--- config.mk ---
export PLATFORM = sky130hd
export DESIGN_NAME = dac_frame_sequencer
export DESIGN_NICKNAME = d
export VERILOG_FILES = /design/src/rtl/dac_frame_sequencer.sv
export SDC_FILE = /design/constraint.sdc
export NUM_CORES = 1
export LEC_CHECK = 0
export ABC_AREA = 1
export CAP_MARGIN = 0
export CELL_PAD_IN_SITES_DETAIL_PLACEMENT = 0
export CELL_PAD_IN_SITES_GLOBAL_PLACEMENT = 1
export CORE_MARGIN = 3
export CORE_UTILIZATION = 45
export DETAILED_ROUTE_END_ITERATION = 12
export DONT_BUFFER_PORTS = 1
export GPL_TIMING_DRIVEN = 0
export PLACE_DENSITY_LB_ADDON = 0.15
export SLEW_MARGIN = 10
export SYNTH_ARGS = -nofsm -noshare
export SYNTH_HDL_FRONTEND = slang
export SYNTH_SLANG_ARGS = --single-unit
--- constraint.sdc ---
create_clock -name CLOCK -period 1.9 [get_ports CLOCK]
set_input_delay 0.38 -clock CLOCK [delete_from_list [all_inputs] [get_ports CLOCK]]
set_output_delay 0.38 -clock CLOCK [all_outputs]
set_load 0.02 [all_outputs]
--- src/rtl/dac_frame_sequencer.sv ---
// Sawtooth sample generator for the four LTC2624 channels. On each sample tick it
// emits one 32-bit DAC command word per enabled channel over a valid/ready handshake.
module dac_frame_sequencer #(
  parameter int unsigned CLK_DIV      = 1000,
  parameter logic [11:0] PHASE_OFFSET = 12'h400,
  parameter logic [3:0]  DAC_CMD      = 4'h3
) (
  input  logic        CLOCK,
  input  logic        RESET,
  input  logic        ENABLE,
  input  logic [3:0]  CHANNEL_EN,
  input  logic [11:0] STEP,
  output logic [31:0] FRAME,
  output logic        FRAME_VALID,
  input  logic        FRAME_READY,
  output logic        OVERRUN,
  output logic [15:0] SAMPLE_COUNT,
  output logic [2:0]  STATE
);

  localparam int unsigned CNT_W = (CLK_DIV > 2) ? $clog2(CLK_DIV) : 2;

  typedef enum logic [2:0] {
    IDLE      = 3'd0,
    WAIT_TICK = 3'd1,
    LOAD      = 3'd2,
    SEND      = 3'd3
  } state_t;

  state_t           state;
  logic [CNT_W-1:0] tick_cnt;
  logic             tick;
  logic [11:0]      acc;
  logic [3:0]       mask;
  logic [1:0]       idx;
  logic [1:0]       first_idx;
  logic [1:0]       next_idx;
  logic             next_found;
  logic [11:0]      chan_data;

  assign tick      = ENABLE && (tick_cnt == CNT_W'(CLK_DIV - 1));
  assign STATE     = state;
  assign chan_data = acc + 12'(32'(idx) * 32'(PHASE_OFFSET));

  // Lowest enabled channel for a new burst, and next channel above idx within the latched mask
  always_comb begin
    first_idx  = 2'd0;
    next_idx   = 2'd0;
    next_found = 1'b0;
    for (int i = 3; i >= 0; i--) begin
      if (CHANNEL_EN[i]) first_idx = 2'(i);
      if (mask[i] && (2'(i) > idx)) begin
        next_found = 1'b1;
        next_idx   = 2'(i);
      end
    end
  end

  // Sample tick divider, held at zero while disabled
  always_ff @(posedge CLOCK) begin
    if (RESET || !ENABLE || tick) tick_cnt <= '0;
    else                          tick_cnt <= tick_cnt + CNT_W'(1);
  end

  always_ff @(posedge CLOCK) begin
    if (RESET) begin
      state        <= IDLE;
      FRAME        <= '0;
      FRAME_VALID  <= 1'b0;
      OVERRUN      <= 1'b0;
      SAMPLE_COUNT <= '0;
      acc          <= '0;
      mask         <= '0;
      idx          <= '0;
    end else begin
      // A tick that lands during a burst is dropped, not queued
      if (tick && (state == LOAD || state == SEND)) OVERRUN <= 1'b1;

      case (state)
        IDLE: begin
          if (ENABLE) state <= WAIT_TICK;
        end
        WAIT_TICK: begin
          if (!ENABLE) begin
            state <= IDLE;
          end else if (tick) begin
            mask <= CHANNEL_EN;
            if (CHANNEL_EN == 4'd0) begin
              acc          <= acc + STEP;
              SAMPLE_COUNT <= SAMPLE_COUNT + 16'd1;
            end else begin
              idx   <= first_idx;
              state <= LOAD;
            end
          end
        end
        LOAD: begin
          FRAME       <= {8'h00, DAC_CMD, 2'b00, idx, chan_data, 4'h0};
          FRAME_VALID <= 1'b1;
          state       <= SEND;
        end
        SEND: begin
          if (FRAME_READY) begin
            FRAME_VALID <= 1'b0;
            if (next_found) begin
              idx   <= next_idx;
              state <= LOAD;
            end else begin
              acc          <= acc + STEP;
              SAMPLE_COUNT <= SAMPLE_COUNT + 16'd1;
              state        <= ENABLE ? WAIT_TICK : IDLE;
            end
          end
        end
        default: state <= IDLE;
      endcase
    end
  end

endmodule

==> results.ini, run 1 <==
[clock_network]
cts_tree = built
cts_setup_buffers = 0
cts_buffer_depth = 2
cts_max_level = 3
hold_buffers = 0
clock_latency_ns = 0.35
cts_root_buffer = clkbuf_8
path_clk_slew_ns = 0.07
cts_sinks = 62
cts_buffers = 9

[power_and_ir_drop]
cellPowerDensity_nw_per_um2 = 702.0
cellLeakagePower_nw = 1.811
ir_worst_vdd_v = 0.0004517

[worst_setup_path]
reg2reg_slack_ns = 0.12
slowest_delay_ns = 0.35
crit_chain = ha_2, nand2_2, nor2_4, nand4_4, a21oi_4, nand2_4, buf_6, nor2_1, nor2_1
required_ns = 2.14
path_delay_family = simple AND/OR/NAND/NOR gates
critPathMaxFanout = 10
path_class = flip-flop to flip-flop
startpoint = tick_cnt[0]
critPathCaptureType = flip-flop
cp_slowest_cell = dfxtp_1
critPathLaunchType = flip-flop
r2r-end = acc[6]
reg2reg_depth = 9
rr_startpoint = tick_cnt[0]
path_common_cell = nor2_1
path_buf_inv = 1
cp.arrival_ns = 2.01

[detailed_routing]
route.detailed.drc = 0
vias_per_cell = 4.889
wl_per_cell_um = 13.19
first_pass_iters = 4
wl_mm = 8.469
num_vias = 3139
drtIter0Drc = 96
drtAntennaViolNets = 0

[placed_design]
hpwlAfterDp_mm = 6.449
port_buffers = 0
dpl_worst_slack_ns = -0.1585
routabilityCongestion = 0.8110

[yosys]
synth.most_common_cell = nand2_1
async_flop_share = 0
seq_area_frac_synth = 0.3462
synthCells = 511
synthFlopType = dfxtp_1
yosysTopAreaCell = dfxtp_1
synth-edff-count = 0
yosysTopAreaCellShare = 0.3462
yosys-top-cells-area = dfxtp_1 35%, nand2_1 11%, nor2_1 9.6%
synth.ff_latch_count = 62
yosysWarnings = 0
synthTopCellsByCount = 109 x nand2_1, 92 x nor2_1, 62 x dfxtp_1
synth_area_per_cell_um2 = 7.015
syn_area_um2 = 3585
ys_types = 37

[global_routing]
grt_max_degree = 11
grt_overflow = 0
use_met1 = 0.2280
busiest_layer = met2
met3_usage = 0.07419
grt_usage = 0.1946
grt_pass1_wl_mm = 13.54
met2_usage = 0.3312
antenna_found_initial = 0
grt_pass1_vias = 2977

[cells_and_area]
register_area_um2 = 1245
fillers = 761
fin_nets = 573
postLayoutCoreUtil = 0.5305
antennaDiodeCount = 0
drive_gt1_frac = 0.1308
multi_input_area_um2 = 2028
syn_to_final_growth_pct = 10.79

[status]
status = finished clean

[floorplan]
dieWidth_um = 95.25
start_util = 0.4789
io_pins = 73
coreArea_um2 = 7486
die_y_um = 95.25
die-area_um2 = 9073
rows = 31

[sta]
timing.final.crit_share = 0.9356
fin_ws_ns = 0.1224
maxSlewViolCount = 0
setup_viol = 0
worstMarginPinSlew_ns = 0.6563
skew_ns = 0.008768
hold_viol_final = 0
finalSetupTns_ns = 0
slew_headroom = 0.5624
clock.fmax_mhz = 562.6
finalCriticalPeriod_ns = 1.778

[job]
maxCapViolations = 0

[hold_path]
min_path_cells = 2
hp-class = input pin to flip-flop
hold_path_end = mask[3]
min_from = CHANNEL_EN[3]

## worst reg2reg max path, cell delays in order, from the launching register on
cell     delay, ns
dfxtp_1       0.35
ha_2          0.21
nand2_2       0.09
nor2_4        0.16
nand4_4       0.14
a21oi_4       0.23
nand2_4       0.12
buf_6         0.16
nor2_1        0.15
nor2_1        0.06
## metal layers
| layer | up-vias | routed length, um |
|---|---|---|
| met5 | - | 0 |
| met4 | 0 | 81 |
| met3 | 6 | 630 |
| met2 | 67 | 4053 |
| met1 | 1414 | 3703 |
| li1 | 1652 | - |
## layout by cell type, fill, tap and decap left out, types with 2 or more instances in the layout
master    count
nand2_1     108
nor2_1       91
dfxtp_1      59
inv_1        43
nand3_1      27
o21ai_0      27
a21oi_1      26
buf_4        18
conb_1       17
xor2_1       16
ha_1         13
xnor2_1       9
clkbuf_8      9
a21oi_2       8
nand2_2       7
clkbuf_1      7
nor3_1        7
buf_6         5
o21ai_1       5
nand4_1       5
clkinv_2      4
dfxtp_2       3
nor2_2        3
nor2_4        3
a211oi_1      2
inv_2         2
buf_2         2
o21bai_1      2
nand3b_1      2
## where the power goes
group	leakage, nW	internal, mW	total [mW]	switching [mW]
Clock	0.0968	0.598	1.12	0.522
Combinational	1.21	0.0999	0.283	0.183
Sequential	0.502	1.33	1.39	0.0554
Total	1.81	2.03	2.79	0.760
## registers in the layout, indices dropped and copies added, names as in the netlist
| name | flops |
|---|---|
| mask | 3 |
| STATE | 2 |
| SAMPLE_COUNT | 16 |
| acc | 12 |
| OVERRUN | 1 |
| FRAME_VALID | 1 |
| idx | 2 |
| tick_cnt | 10 |
| FRAME | 15 |
## through the flow
step | hold slack [ns] | std cells | power (mW) | area, um^2
floorplan | 0.4175 | 527 | 1.638 | 3645
global placement | 0.4273 | 626 | 1.689 | 3769
detailed placement | 0.4413 | 626 | 1.694 | 3769
CTS | 0.1813 | 642 | 2.817 | 3953
global route | 0.2101 | 642 | 2.907 | 3971
finish | 0.1998 | 642 | 2.788 | 3971
## final cells by class
type / count / area share
Multi-Input combinational cell: 389 / 0.5107
Sequential cell: 62 / 0.3135
Buffer: 30 / 0.05545
Inverter: 46 / 0.04348
Clock buffer: 11 / 0.03308
Tap cell: 99 / 0.03119
Clock inverter: 5 / 0.01260
## worst max-delay path by stage
stage	endpoint	slack (ns)	cells past startpoint
floorplan	acc[6]	0.28	8
global placement	FRAME[12]	-0.12	6
detailed placement	FRAME[13]	-0.16	6
CTS	SAMPLE_COUNT[13]	0.02	11
global route	acc[10]	-0.01	9
finish	acc[6]	0.12	9
## logic make-up (layout without fill, tap and decap cells)
| family | after synthesis | in the layout | share of synthesized area |
|---|---|---|---|
| AOI/OAI and AO/OA | 74 | 74 | 0.1204 |
| xor gates and xnor gates | 25 | 25 | 0.06108 |
| DFF | 62 | 62 | 0.3462 |
| other | 1 | 17 | 0.001046 |
| adders and majority gates | 15 | 15 | 0.05445 |
| and+or+nand+nor | 258 | 258 | 0.3072 |
| buffers and inverters | 76 | 92 | 0.1096 |
## what timing repair did
item | in CTS | in global routing
resized for setup | 1 | 7
endpoints found under the setup margin | 11 | 31
pin swaps | 0 | 3
cloned | 0 | 0
No activity file was read; power rests on OpenSTA's default activity.
==> run 2: changes to the inputs <==
--- a/config.mk
+++ b/config.mk
@@ -14,6 +14,7 @@
 export DETAILED_ROUTE_END_ITERATION = 12
 export DONT_BUFFER_PORTS = 1
 export GPL_TIMING_DRIVEN = 0
+export MAX_ROUTING_LAYER = met4
 export PLACE_DENSITY_LB_ADDON = 0.15
 export SLEW_MARGIN = 10
 export SYNTH_ARGS = -nofsm -noshare
==> results.ini, run 2 (synthesized netlist as in run 1, its figures left out) <==
[power_and_ir_drop]
total_power_mw = 2.793  ; +0.20%
cellLeakagePower_nw = 1.811  ; unchanged
ir_worst_vdd_v = 0.0004508  ; -0.19%
cellPowerDensity_nw_per_um2 = 703.4  ; +0.20%

[worst_setup_path]
reg2reg_slack_ns = 0.12  ; about the same
critPathCaptureType = flip-flop
path_class = flip-flop to flip-flop
cp.arrival_ns = 2.02  ; about the same
required_ns = 2.14  ; about the same
reg2reg_depth = 9  ; unchanged
rr_startpoint = tick_cnt[0]
critPathMaxFanout = 10  ; unchanged
r2r-end = acc[6]
critPathLaunchType = flip-flop

[detailed_routing]
drtIter0Drc = 89  ; -7.3%
drtAntennaViolNets = 0  ; unchanged
vias_per_cell = 4.905  ; +0.32%
num_vias = 3149  ; +0.32%
wl_mm = 8.563  ; +1.1%
first_pass_iters = 5  ; +1
wl_per_cell_um = 13.34  ; +1.1%
route.detailed.drc = 0  ; unchanged

[cells_and_area]
reg_top3 = SAMPLE_COUNT: 16 flops, FRAME: 15 flops, acc: 12 flops
top_register = SAMPLE_COUNT
most-common-layout-cells = 108 x nand2_1, 91 x nor2_1, 59 x dfxtp_1
mostFrequentLayoutCell = nand2_1
drive_gt1_frac = 0.1308  ; unchanged
antennaDiodeCount = 0  ; unchanged
largest_reg_flops = 16  ; unchanged
fin_nets = 573  ; unchanged
syn_to_final_growth_pct = 10.79  ; unchanged

[global_routing]
grt_pass1_wl_mm = 13.54  ; unchanged
grt_overflow = 0  ; unchanged
grt_usage = 0.2003  ; +0.005735
antenna_found_initial = 0  ; unchanged
grt_max_degree = 11  ; unchanged
grt_pass1_vias = 2976  ; -0.034%

[sta]
whs_ns = 0.1957  ; -0.004055 ns
worstMarginPinSlew_ns = 0.6628  ; +0.006516 ns
hold_viol_final = 0  ; unchanged
timing.final.crit_share = 0.9349  ; about the same
skew_ns = 0.009841  ; +0.001073 ns
setup_viol = 0  ; unchanged
clock.fmax_mhz = 563.0  ; about the same
finalSetupTns_ns = 0  ; unchanged
finalCriticalPeriod_ns = 1.776  ; -0.001306 ns
slew_headroom = 0.5581  ; -0.004344
maxSlewViolCount = 0  ; unchanged

[clock_network]
cts_buffer_depth = 2  ; unchanged
cts_tree = built
cts_buffers = 9  ; unchanged
cts_root_buffer = clkbuf_8
cts_sinks = 62  ; unchanged
cts_max_level = 3  ; unchanged
path_clk_slew_ns = 0.07  ; about the same
clock_latency_ns = 0.35  ; about the same

[hold_path]
min_from = CHANNEL_EN[3]
min_path_cells = 2  ; unchanged
hp-class = input pin to flip-flop
hold_path_end = mask[3]

[floorplan]
start_util = 0.4789  ; unchanged
die-area_um2 = 9073  ; unchanged
dieWidth_um = 95.25  ; unchanged
die_y_um = 95.25  ; unchanged
coreArea_um2 = 7486  ; unchanged
io_pins = 73  ; unchanged
rows = 31  ; unchanged

[placed_design]
port_buffers = 0  ; unchanged
hpwlAfterDp_mm = 6.449  ; unchanged
routabilityCongestion = 0.8229  ; +1.5%

[status]
status = finished clean

[job]
maxCapViolations = 0  ; unchanged

[run 2: final cells by class]
class	instances	area [um^2]
tap	99	123.9
clock buffer	11	131.4
inverter	46	172.7
clock inverter	5	50.05
buffer	30	220.2
multi-input combinational	389	2028
fill	761	3515
sequential	62	1245
[run 2: worst max-delay path by stage]
| stage | start | end | depth (start not counted) |
|---|---|---|---|
| floorplan | STEP[0] | acc[6] | 8 |
| global placement | STATE[1] | FRAME[12] | 6 |
| detailed placement | STATE[1] | FRAME[13] | 6 |
| CTS | STATE[0] | SAMPLE_COUNT[13] | 11 |
| global route | tick_cnt[0] | acc[10] | 9 |
| finish | tick_cnt[0] | acc[6] | 9 |
[run 2: repair_timing]
action	4_1_cts	5_1_grt
hold buffers	0	0
pin swaps	0	3
buffers inserted	0	0
resized for setup	1	7
endpoints found under the setup margin	11	31
[run 2: where the power goes]
part	switching, mW	internal (mW)	total [mW]
Clock	0.527	0.597	1.12
Sequential	0.0556	1.33	1.39
Combinational	0.184	0.100	0.284
[run 2: per-stage QoR]
step	cells	util	setup WS [ns]	instance area, um^2
2_1_floorplan	527	-	0.2753	3645
3_3_place_gp	626	0.5034	-0.1216	3769
3_5_place_dp	626	0.5034	-0.1585	3769
4_1_cts	642	0.5280	0.02191	3953
5_1_grt	642	0.5305	-0.009673	3971
6_report	642	0.5305	0.1237	3971
[run 2: critical path, stage by stage, from the launching register on]
cell	delay, ns
dfxtp_1	0.35
ha_2	0.21
nand2_2	0.09
nor2_4	0.16
nand4_4	0.14
a21oi_4	0.23
nand2_4	0.12
buf_6	0.16
nor2_1	0.15
nor2_1	0.06
[run 2: routing by layer]
layer,up-vias,global-route usage,part of all wire
met4,0,0.05288,0.012
met1,1419,0.2300,0.45
li1,1658,-,-
met5,-,-,0
met3,13,0.07103,0.064
met2,59,0.3318,0.47
